--- config.mk ---
export PLATFORM = sky130hd
export DESIGN_NAME = turbo_enc
export DESIGN_NICKNAME = d
export VERILOG_FILES = /design/src/rtl/turbo_enc_pkg.sv /design/src/rtl/turbo_enc_rsc.sv /design/src/rtl/turbo_enc.sv
export SDC_FILE = /design/constraint.sdc
export NUM_CORES = 1
export LEC_CHECK = 0
export ABC_AREA = 1
export CAP_MARGIN = 20
export CORE_AREA = 2 2 90 83
export DETAILED_ROUTE_END_ITERATION = 8
export DIE_AREA = 0 0 92 85
export SYNTH_ARGS = -nofsm -noshare
export SYNTH_HDL_FRONTEND = slang
export SYNTH_HIERARCHICAL = 1
export SYNTH_SLANG_ARGS = --single-unit
--- constraint.sdc ---
create_clock -name clk_p_i -period 1.98 [get_ports clk_p_i]
set_input_delay 0.198 -clock clk_p_i [delete_from_list [all_inputs] [get_ports clk_p_i]]
set_output_delay 0.198 -clock clk_p_i [all_outputs]
set_load 0.01 [all_outputs]
--- src/rtl/turbo_enc_pkg.sv ---
// Shared sizes, interleaver table, FSM encoding and BPSK constants for the turbo encoder.
// The BPSK bit-plane helper is only used when TURBO_ENC_BITPLANE_TX_EN is defined.
package turbo_pkg;

  localparam int INPUT_SIZE  = 5;
  localparam int EXTEND_SIZE = 7;
  localparam int BLOCK_SIZE  = 21;
  localparam int SOFT_W      = 4;

  localparam logic [2:0] ILV_IDX [INPUT_SIZE] = '{3'd0, 3'd4, 3'd2, 3'd1, 3'd3};

  localparam logic [SOFT_W-1:0] BPSK_ONE  = 4'b0111;
  localparam logic [SOFT_W-1:0] BPSK_ZERO = 4'b1001;

  typedef enum logic [2:0] {
    S_IDLE  = 3'd0,
    S_ENC   = 3'd1,
    S_TAIL  = 3'd2,
    S_OUT   = 3'd3,
    S_PLANE = 3'd4
  } state_e;

  // Info bit u_k, where u0 is the MSB of the block
  function automatic logic info_bit(input logic [INPUT_SIZE-1:0] d, input logic [2:0] k);
    case (k)
      3'd0:    return d[4];
      3'd1:    return d[3];
      3'd2:    return d[2];
      3'd3:    return d[1];
      3'd4:    return d[0];
      default: return 1'b0;
    endcase
  endfunction

  function automatic logic [2:0] ilv_idx(input logic [2:0] step);
    if (step < 3'd5) return ILV_IDX[step];
    else             return 3'd0;
  endfunction

  // Bit k of the BPSK symbol of every coded bit, same positions as the hard frame
  function automatic logic [BLOCK_SIZE-1:0] bpsk_plane(input logic [BLOCK_SIZE-1:0] hard,
                                                       input logic [1:0] k);
    logic [BLOCK_SIZE-1:0] plane;
    logic [SOFT_W-1:0]     sym;
    plane = {BLOCK_SIZE{1'b0}};
    for (int i = 0; i < BLOCK_SIZE; i++) begin
      sym      = hard[i] ? BPSK_ONE : BPSK_ZERO;
      plane[i] = sym[k];
    end
    return plane;
  endfunction

endpackage

--- src/rtl/turbo_enc_rsc.sv ---
// 4-state recursive systematic convolutional encoder core (feedback 1+D+D^2, forward 1+D^2).
// In tail mode the input is forced to s1^s2 so the register flushes to 00 in two steps.
module rsc_enc_core (
  input  logic       i_clk,
  input  logic       i_reset_n,
  input  logic       i_clear,
  input  logic       i_step,
  input  logic       i_tail,
  input  logic       i_u,
  output logic       o_sys,
  output logic       o_par,
  output logic [1:0] o_state
);

  logic [1:0] r_state;
  logic       w_u;
  logic       w_a;

  assign w_u     = i_tail ? (r_state[1] ^ r_state[0]) : i_u;
  assign w_a     = w_u ^ r_state[1] ^ r_state[0];
  assign o_sys   = w_u;
  assign o_par   = w_a ^ r_state[0];
  assign o_state = r_state;

  // Trellis state register {s1, s2}
  always_ff @(posedge i_clk or negedge i_reset_n) begin
    if (!i_reset_n)  r_state <= 2'b00;
    else if (i_clear) r_state <= 2'b00;
    else if (i_step)  r_state <= {w_a, r_state[1]};
    else              r_state <= r_state;
  end

endmodule

--- src/rtl/turbo_enc.sv ---
// Rate-1/3 turbo encoder: 5 info bits -> 21-bit {sys, par1, par2} frame, 2 tail steps per trellis.
// Build option TURBO_ENC_BITPLANE_TX_EN replaces the single output beat with 4 BPSK bit-plane beats.
module turbo_enc
  import turbo_pkg::*;
(
  input  logic                  clk_p_i,
  input  logic                  reset_n_i,
  input  logic                  start_i,
  input  logic [INPUT_SIZE-1:0] data_i,
  output logic [BLOCK_SIZE-1:0] data_o,
  output logic                  valid_o,
  output logic                  done_o,
  output logic                  busy_o
);

  state_e                  r_fsm;
  logic [2:0]              r_step;
  logic [INPUT_SIZE-1:0]   r_data;
  logic [EXTEND_SIZE-1:0]  r_sys;
  logic [EXTEND_SIZE-1:0]  r_p1;
  logic [EXTEND_SIZE-1:0]  r_p2;
  logic [BLOCK_SIZE-1:0]   r_data_o;
  logic                    r_valid;
  logic                    r_done;
  logic                    r_busy;
`ifdef TURBO_ENC_BITPLANE_TX_EN
  logic [1:0]              r_plane;
`endif

  logic       w_clear;
  logic       w_step;
  logic       w_tail;
  logic       w_u1;
  logic       w_u2;
  logic       w_sys1;
  logic       w_par1;
  logic       w_sys2;
  logic       w_par2;
  logic [1:0] w_st1;
  logic [1:0] w_st2;
  logic       w_unused_ok;

  assign w_clear = (r_fsm == S_IDLE) && start_i;
  assign w_step  = (r_fsm == S_ENC) || (r_fsm == S_TAIL);
  assign w_tail  = (r_fsm == S_TAIL);
  assign w_u1    = info_bit(r_data, r_step);
  assign w_u2    = info_bit(r_data, ilv_idx(r_step));
  // Encoder 2 tail systematic bits are never transmitted; states are observation-only
  assign w_unused_ok = ^{w_sys2, w_st1, w_st2};

  rsc_enc_core u_enc1 (
    .i_clk     (clk_p_i),
    .i_reset_n (reset_n_i),
    .i_clear   (w_clear),
    .i_step    (w_step),
    .i_tail    (w_tail),
    .i_u       (w_u1),
    .o_sys     (w_sys1),
    .o_par     (w_par1),
    .o_state   (w_st1)
  );

  rsc_enc_core u_enc2 (
    .i_clk     (clk_p_i),
    .i_reset_n (reset_n_i),
    .i_clear   (w_clear),
    .i_step    (w_step),
    .i_tail    (w_tail),
    .i_u       (w_u2),
    .o_sys     (w_sys2),
    .o_par     (w_par2),
    .o_state   (w_st2)
  );

  // Block sequencing, stream accumulation and registered outputs
  always_ff @(posedge clk_p_i or negedge reset_n_i) begin
    if (!reset_n_i) begin
      r_fsm    <= S_IDLE;
      r_step   <= 3'd0;
      r_data   <= 5'd0;
      r_sys    <= 7'd0;
      r_p1     <= 7'd0;
      r_p2     <= 7'd0;
      r_data_o <= 21'd0;
      r_valid  <= 1'b0;
      r_done   <= 1'b0;
      r_busy   <= 1'b0;
`ifdef TURBO_ENC_BITPLANE_TX_EN
      r_plane  <= 2'd0;
`endif
    end else begin
      case (r_fsm)
        S_IDLE: begin
          r_valid <= 1'b0;
          r_done  <= 1'b0;
          if (start_i) begin
            r_data <= data_i;
            r_step <= 3'd0;
            r_sys  <= 7'd0;
            r_p1   <= 7'd0;
            r_p2   <= 7'd0;
            r_busy <= 1'b1;
            r_fsm  <= S_ENC;
          end else begin
            r_fsm  <= S_IDLE;
          end
        end
        S_ENC, S_TAIL: begin
          // Step j lands at bit 6-j once all 7 steps have shifted in
          r_sys  <= {r_sys[5:0], w_sys1};
          r_p1   <= {r_p1[5:0], w_par1};
          r_p2   <= {r_p2[5:0], w_par2};
          r_step <= r_step + 3'd1;
          if (r_step == 3'd4) begin
            r_fsm <= S_TAIL;
          end else if (r_step == 3'd6) begin
`ifdef TURBO_ENC_BITPLANE_TX_EN
            r_plane <= 2'd0;
            r_fsm   <= S_PLANE;
`else
            r_fsm   <= S_OUT;
`endif
          end else begin
            r_fsm <= r_fsm;
          end
        end
        S_OUT: begin
          r_data_o <= {r_sys, r_p1, r_p2};
          r_valid  <= 1'b1;
          r_done   <= 1'b1;
          r_busy   <= 1'b0;
          r_fsm    <= S_IDLE;
        end
`ifdef TURBO_ENC_BITPLANE_TX_EN
        S_PLANE: begin
          r_data_o <= bpsk_plane({r_sys, r_p1, r_p2}, r_plane);
          r_valid  <= 1'b1;
          r_plane  <= r_plane + 2'd1;
          if (r_plane == 2'd3) begin
            r_done <= 1'b1;
            r_busy <= 1'b0;
            r_fsm  <= S_IDLE;
          end else begin
            r_fsm  <= S_PLANE;
          end
        end
`endif
        default: begin
          r_fsm <= S_IDLE;
        end
      endcase
    end
  end

  assign data_o  = r_data_o;
  assign valid_o = r_valid;
  assign done_o  = r_done;
  assign busy_o  = r_busy;

endmodule

* After elaboration in Yosys (flattened, before gate mapping)
Memories as Yosys holds them, arrays and structs flattened.
Cells that the tools add are included.
** Operators by class
- Magnitude comparators :: 2
- Multiplexer cells :: 24
- Add/subtract/negate cells :: 1
- Bitwise operators :: 9
- Reductions and logical operators :: 12
- Equal/unequal tests :: 14
** Operator list (number)
- $pmux W7 S2 :: 3
- $eq A3 B2 Y1 const B :: 6
- $mux W3 :: 6
- $pmux W3 S2 :: 2
- $pmux W1 S5 :: 2
- $eq A3 B1 Y1 const B :: 3
- $eq A3 B3 Y1 const B :: 3
- $logic_not A3 Y1 :: 3
- $mux W2 :: 4
- $xor A1 B1 Y1 :: 8
- $mux W7 :: 1
- $reduce_and A2 Y1 :: 3
- $reduce_bool A2 Y1 :: 3
- $ge A4 B4 Y1 const B :: 1
- $mux W1 :: 4
- $not A3 Y4 :: 1
- $pmux W1 S2 :: 2
- $add A3 B1 Y3 const B :: 1
- $lt A3 B3 Y1 const B :: 1
- $ne A3 B3 Y1 const B :: 1
- $ne A2 B2 Y1 const B :: 1
- $reduce_or A2 Y1 :: 1
- $logic_and A1 B1 Y1 :: 1
- $logic_or A1 B1 Y1 :: 1
** Storage, ports and cells
- Output and inout port bits :: 24
- Logic and storage cells :: 74
- Register bits :: 59
- Memory bits (read-only) :: 24
- Bits of input ports :: 8
- Memories kept :: 1
** Memory list
- (no name shown) :: depth 8, width 3, read ports 1, clocked after memory_dff 0, wr ports 0, line turbo_enc_pkg.sv:36 : if (step < 3'd5) return ILV_IDX[step];

* Logic depth before layout (Yosys ltp)
- Depth in word-level cells :: 12
- Gate-level depth with buffers :: 16
- Gate-level depth less buffers :: 16

* Hierarchy
Netlist, hierarchy kept.
** Modules (own cells, without submodules)
- turbo_enc :: cells an instance 233, seq. area each 1351.3 um^2, instances 1, area an instance 2376.0 um^2
- rsc_enc_core :: cells an instance 24, seq. area each 50.0 um^2, instances 2, area an instance 156.4 um^2

* Worst setup path after synthesis
No wires, ideal clock.
- Path kind :: register to register
- Start :: register r_step[0]
- End :: register r_p2[0]
- Required time :: 1853 ps
- Setup slack :: 185 ps
- Arrival :: 1667 ps
- Buffers on the path :: 0
- Period minus slack after synthesis :: 1795 ps
- Stages on the path, launching flop included :: 14
- Cell sequence :: dfrtp_1 -> inv_1 -> ha_1 -> or2_4 -> o21ai_2 -> o21ai_1 -> a21oi_2 -> inv_1 -> nand2_1 -> nand3_2 -> nand3_1 -> nand2_1 -> nand2_1 -> o21ai_0
** Between the ends
- Longest elaborated chain between the ends :: 12
- Elaborated cells between the ends (all ways) :: 17
** Ends and longest elaborated chain
- start, declared :: line turbo_enc.sv:17 : logic [2:0] r_step;
- start signal, assigned :: line turbo_enc.sv:113 : r_step <= r_step + 3'd1;
- $not A3 Y4 (not written as such) :: line turbo_enc_pkg.sv:36
- $mem_v2 Z8 W3
- $mux W3 (not written as such) (2 in a row) :: line turbo_enc_pkg.sv:36
- $mux W3 * :: line turbo_enc_pkg.sv:36
- $eq A3 B3 Y1 (tied with other cells) :: line turbo_enc_pkg.sv:25 : case (k)
- $pmux W1 S5 * :: line turbo_enc_pkg.sv:25
- via w_u2 :: line turbo_enc.sv:34 : logic w_u2;
- $mux W1 * :: line turbo_enc_rsc.sv:19 : assign w_u = i_tail ? (r_state[1] ^ r_state[0]) : i_u;
- $xor A1 B1 Y1 * (2 in a row) :: line turbo_enc_rsc.sv:20 : assign w_a = w_u ^ r_state[1] ^ r_state[0];
- $xor A1 B1 Y1 * :: line turbo_enc_rsc.sv:22 : assign o_par = w_a ^ r_state[0];
- via w_par2 :: line turbo_enc.sv:38 : logic w_par2;
- $pmux W7 S2 * :: line turbo_enc.sv:92 : case (r_fsm)
- end signal, assigned :: line turbo_enc.sv:112 : r_p2 <= {r_p2[5:0], w_par2};
- end, declared :: line turbo_enc.sv:21 : logic [EXTEND_SIZE-1:0] r_p2;
The timed path passes the listed nets; every way through them passes the cells marked *. The select of a mux whose other input is x is not followed.
A chain may end at the register's enable or synchronous reset.

* Final worst setup path
Same ends and word-level chain as after synthesis.

==> flow_summary.toml <==
[run_status]
outcome = "finished, final reports clean"

[detailed_routing]
vias = 1938
detail_route.wl_per_cell_um = 12.0
ant_nets = 0
drtIter0Drc = 74
firstDrtPassIters = 4
drc = 0
routed_via_density = 4.64
drt_wl_total_um = 5010

[timing]
hold-worst-slack_ns = 0.376
clock-skew-final_ns = 0.00813
relSlewSlack_pct = 47.6
hold_viol = 0
fmax_ghz = 0.530
setup_violations = 0
slew_viol_final = 0
worst_pin_slew_ns = 0.786
fin_crit_sh_pct = 95.2
grt_setup_unrepaired = "true"
setup_tns_ns = 0
period_needed_ns = 1.89

[cts]
path_clk_slew_ns = 0.07
cts_tree = "yes"
cts_buffers = 9
cts_sinks = 58
htree_levels = 3
clock_latency_ns = 0.34
cts-root-buf = "clkbuf_8"
cts_max_path_buffers = 2

[grt]
gr-total-overflow = 0
antenna_found_initial = 0
grt_usage_pct = 14.3
grt_max_degree = 36
grt_pass1_wl_um = 8890
grt_pass1_vias = 1875

[setup_path]
path_max_fanout = 4
arrival_ns = 2.08
rr_worst_depth = 13
cp-end-kind = "flop"
crit_required_ns = 2.17
critPathKind = "reg -> reg"
cp-start-kind = "flop"

[yosys]
synthesis.nets = 298
yosysWarnings = 6
syn_area_per_cell_um2 = 9.59
syn_inst = 280
netlist_area_um2 = 2690

[finish]
multi_input_area_um2 = 995
drive_gt1_share_pct = 18.2
final_nets = 339
diodes = 0
fin_area_um2 = 3340
area_growth_pct = 24.2
stdcell_count = 418
ff_latch_area_um2 = 1450
nFillCells = 697

[placed_design]
detailed_place_hpwl_um = 3360
place_inst = 399
place_area_um2 = 3090
gp_congestion = 0.842
io_buffer_count = 31

[floorplan]
fp.coreArea_um2 = 6890
pin_count = 32
start_util_pct = 38.9
die_h_um = 85
die-area_um2 = 7820
rows = 29
die_w_um = 92

[power_and_ir_drop]
p_leak_uw = 0.00156
p_int_uw = 3580
ir_drop_mv = 0.630
p_per_area_nw_per_um2 = 1800
switchingPower_uw = 2410
p_clk_share_pct = 19.2
combPwrFrac_pct = 48.0
p_seq_share_pct = 32.8
power_uw = 5990
netSwitchingFraction_pct = 40.2

[job]
max_cap_viol_count = 0

[worst_hold_path]
hp-class = "in -> async"
## worst max-delay path, stage by stage (launching register included)
cell and delay, ns:
dfrtp_1 0.40, inv_1 0.10, ha_2 0.21, or2_4 0.24, o21ai_2 0.12, o21ai_1 0.09, a21oi_2 0.15, nand2_1 0.08
nand3_2 0.07, nand2_2 0.06, nand2_1 0.05, nand2_1 0.05, nand2_1 0.05, o21ai_0 0.06
## timing repair
item,4_1_cts,5_1_grt
setup endpoints to repair,1,6
endpoints found under the hold margin,23,0
setup buffers,1,1
hold buffers,1,0
cloned,0,1
resized for setup,0,4
pin swaps,0,2
## routing by layer
layer	vias up	track usage, %	part of all wire, %
met5	-	0	0
met4	0	4.88	0.88
met3	8	5.33	4.3
met2	36	22.1	45
met1	906	18.8	49
li1	988	-	-
## power by group through the flow
stage / Sequential, µW / Combinational [µW] / Clock, µW
4_1_cts: 1970 / 2840 / 1190
5_1_grt: 2030 / 3240 / 1250
2_1_floorplan: 2030 / 2000 / 0
3_3_place_gp: 1980 / 2740 / 0
3_5_place_dp: 1990 / 2800 / 0
6_report: 1960 / 2880 / 1150
## flip-flops by register name (all words and copies together), names as in the netlist, 2 cells and up
| signal | flops |
|---|---|
| r_fsm | 2 |
| data_o | 21 |
| u_enc1/o_state | 2 |
| r_p1 | 7 |
| r_step | 3 |
| r_p2 | 7 |
| r_data | 5 |
| r_sys | 7 |
| u_enc2/o_state | 2 |
## cell type report
type                    count  area share (%)
inverters                  48            5.63
well taps                  93            3.49
clock inverters             6            2.48
multi-input cells         167            29.8
flip-flops and latches     58            43.5
clock buffers               9            3.71
repair buffers             37            11.3
## final timing paths
path,from,endpoint,slack [ns]
max in group asynchronous,reset_n_i,r_p1[0]$_DFFE_PN0P_,1.02
worst max-delay path,r_step[0]$_DFFE_PN0P_,r_p2[0]$_DFFE_PN0P_,0.09
min in group clk_p_i,data_i[1],r_data[1]$_DFFE_PN0P_,0.39
worst min register to register,data_o[3]$_DFFE_PN0P_,data_o[3]$_DFFE_PN0P_,0.48
worst min-delay path,reset_n_i,data_o[2]$_DFFE_PN0P_,0.38
worst max register to register,r_step[0]$_DFFE_PN0P_,r_p2[0]$_DFFE_PN0P_,0.09
## layout by cell type (no fill, tap or decap), types with 4 or more instances in the layout
master           instances
inv_2                    7
nand2_2                  5
ha_1                     8
clkbuf_8                 9
o22ai_2                 10
o21ai_0                 32
nand3_2                  4
inv_1                   40
nand3_1                  9
nand2_1                 69
clkdlybuf4s50_1         30
a21oi_1                  5
dfrtp_1                 57
o22ai_1                 10
## per-stage QoR
step / worst slack, ns / utilization [%]
2_1_floorplan: 0.200 / -
3_3_place_gp: 0.108 / 44.8
3_5_place_dp: 0.0430 / 44.8
4_1_cts: 0.0454 / 48.1
5_1_grt: -0.0756 / 48.4
6_report: 0.0948 / 48.4
No activity file was read; power rests on OpenSTA's default activity.
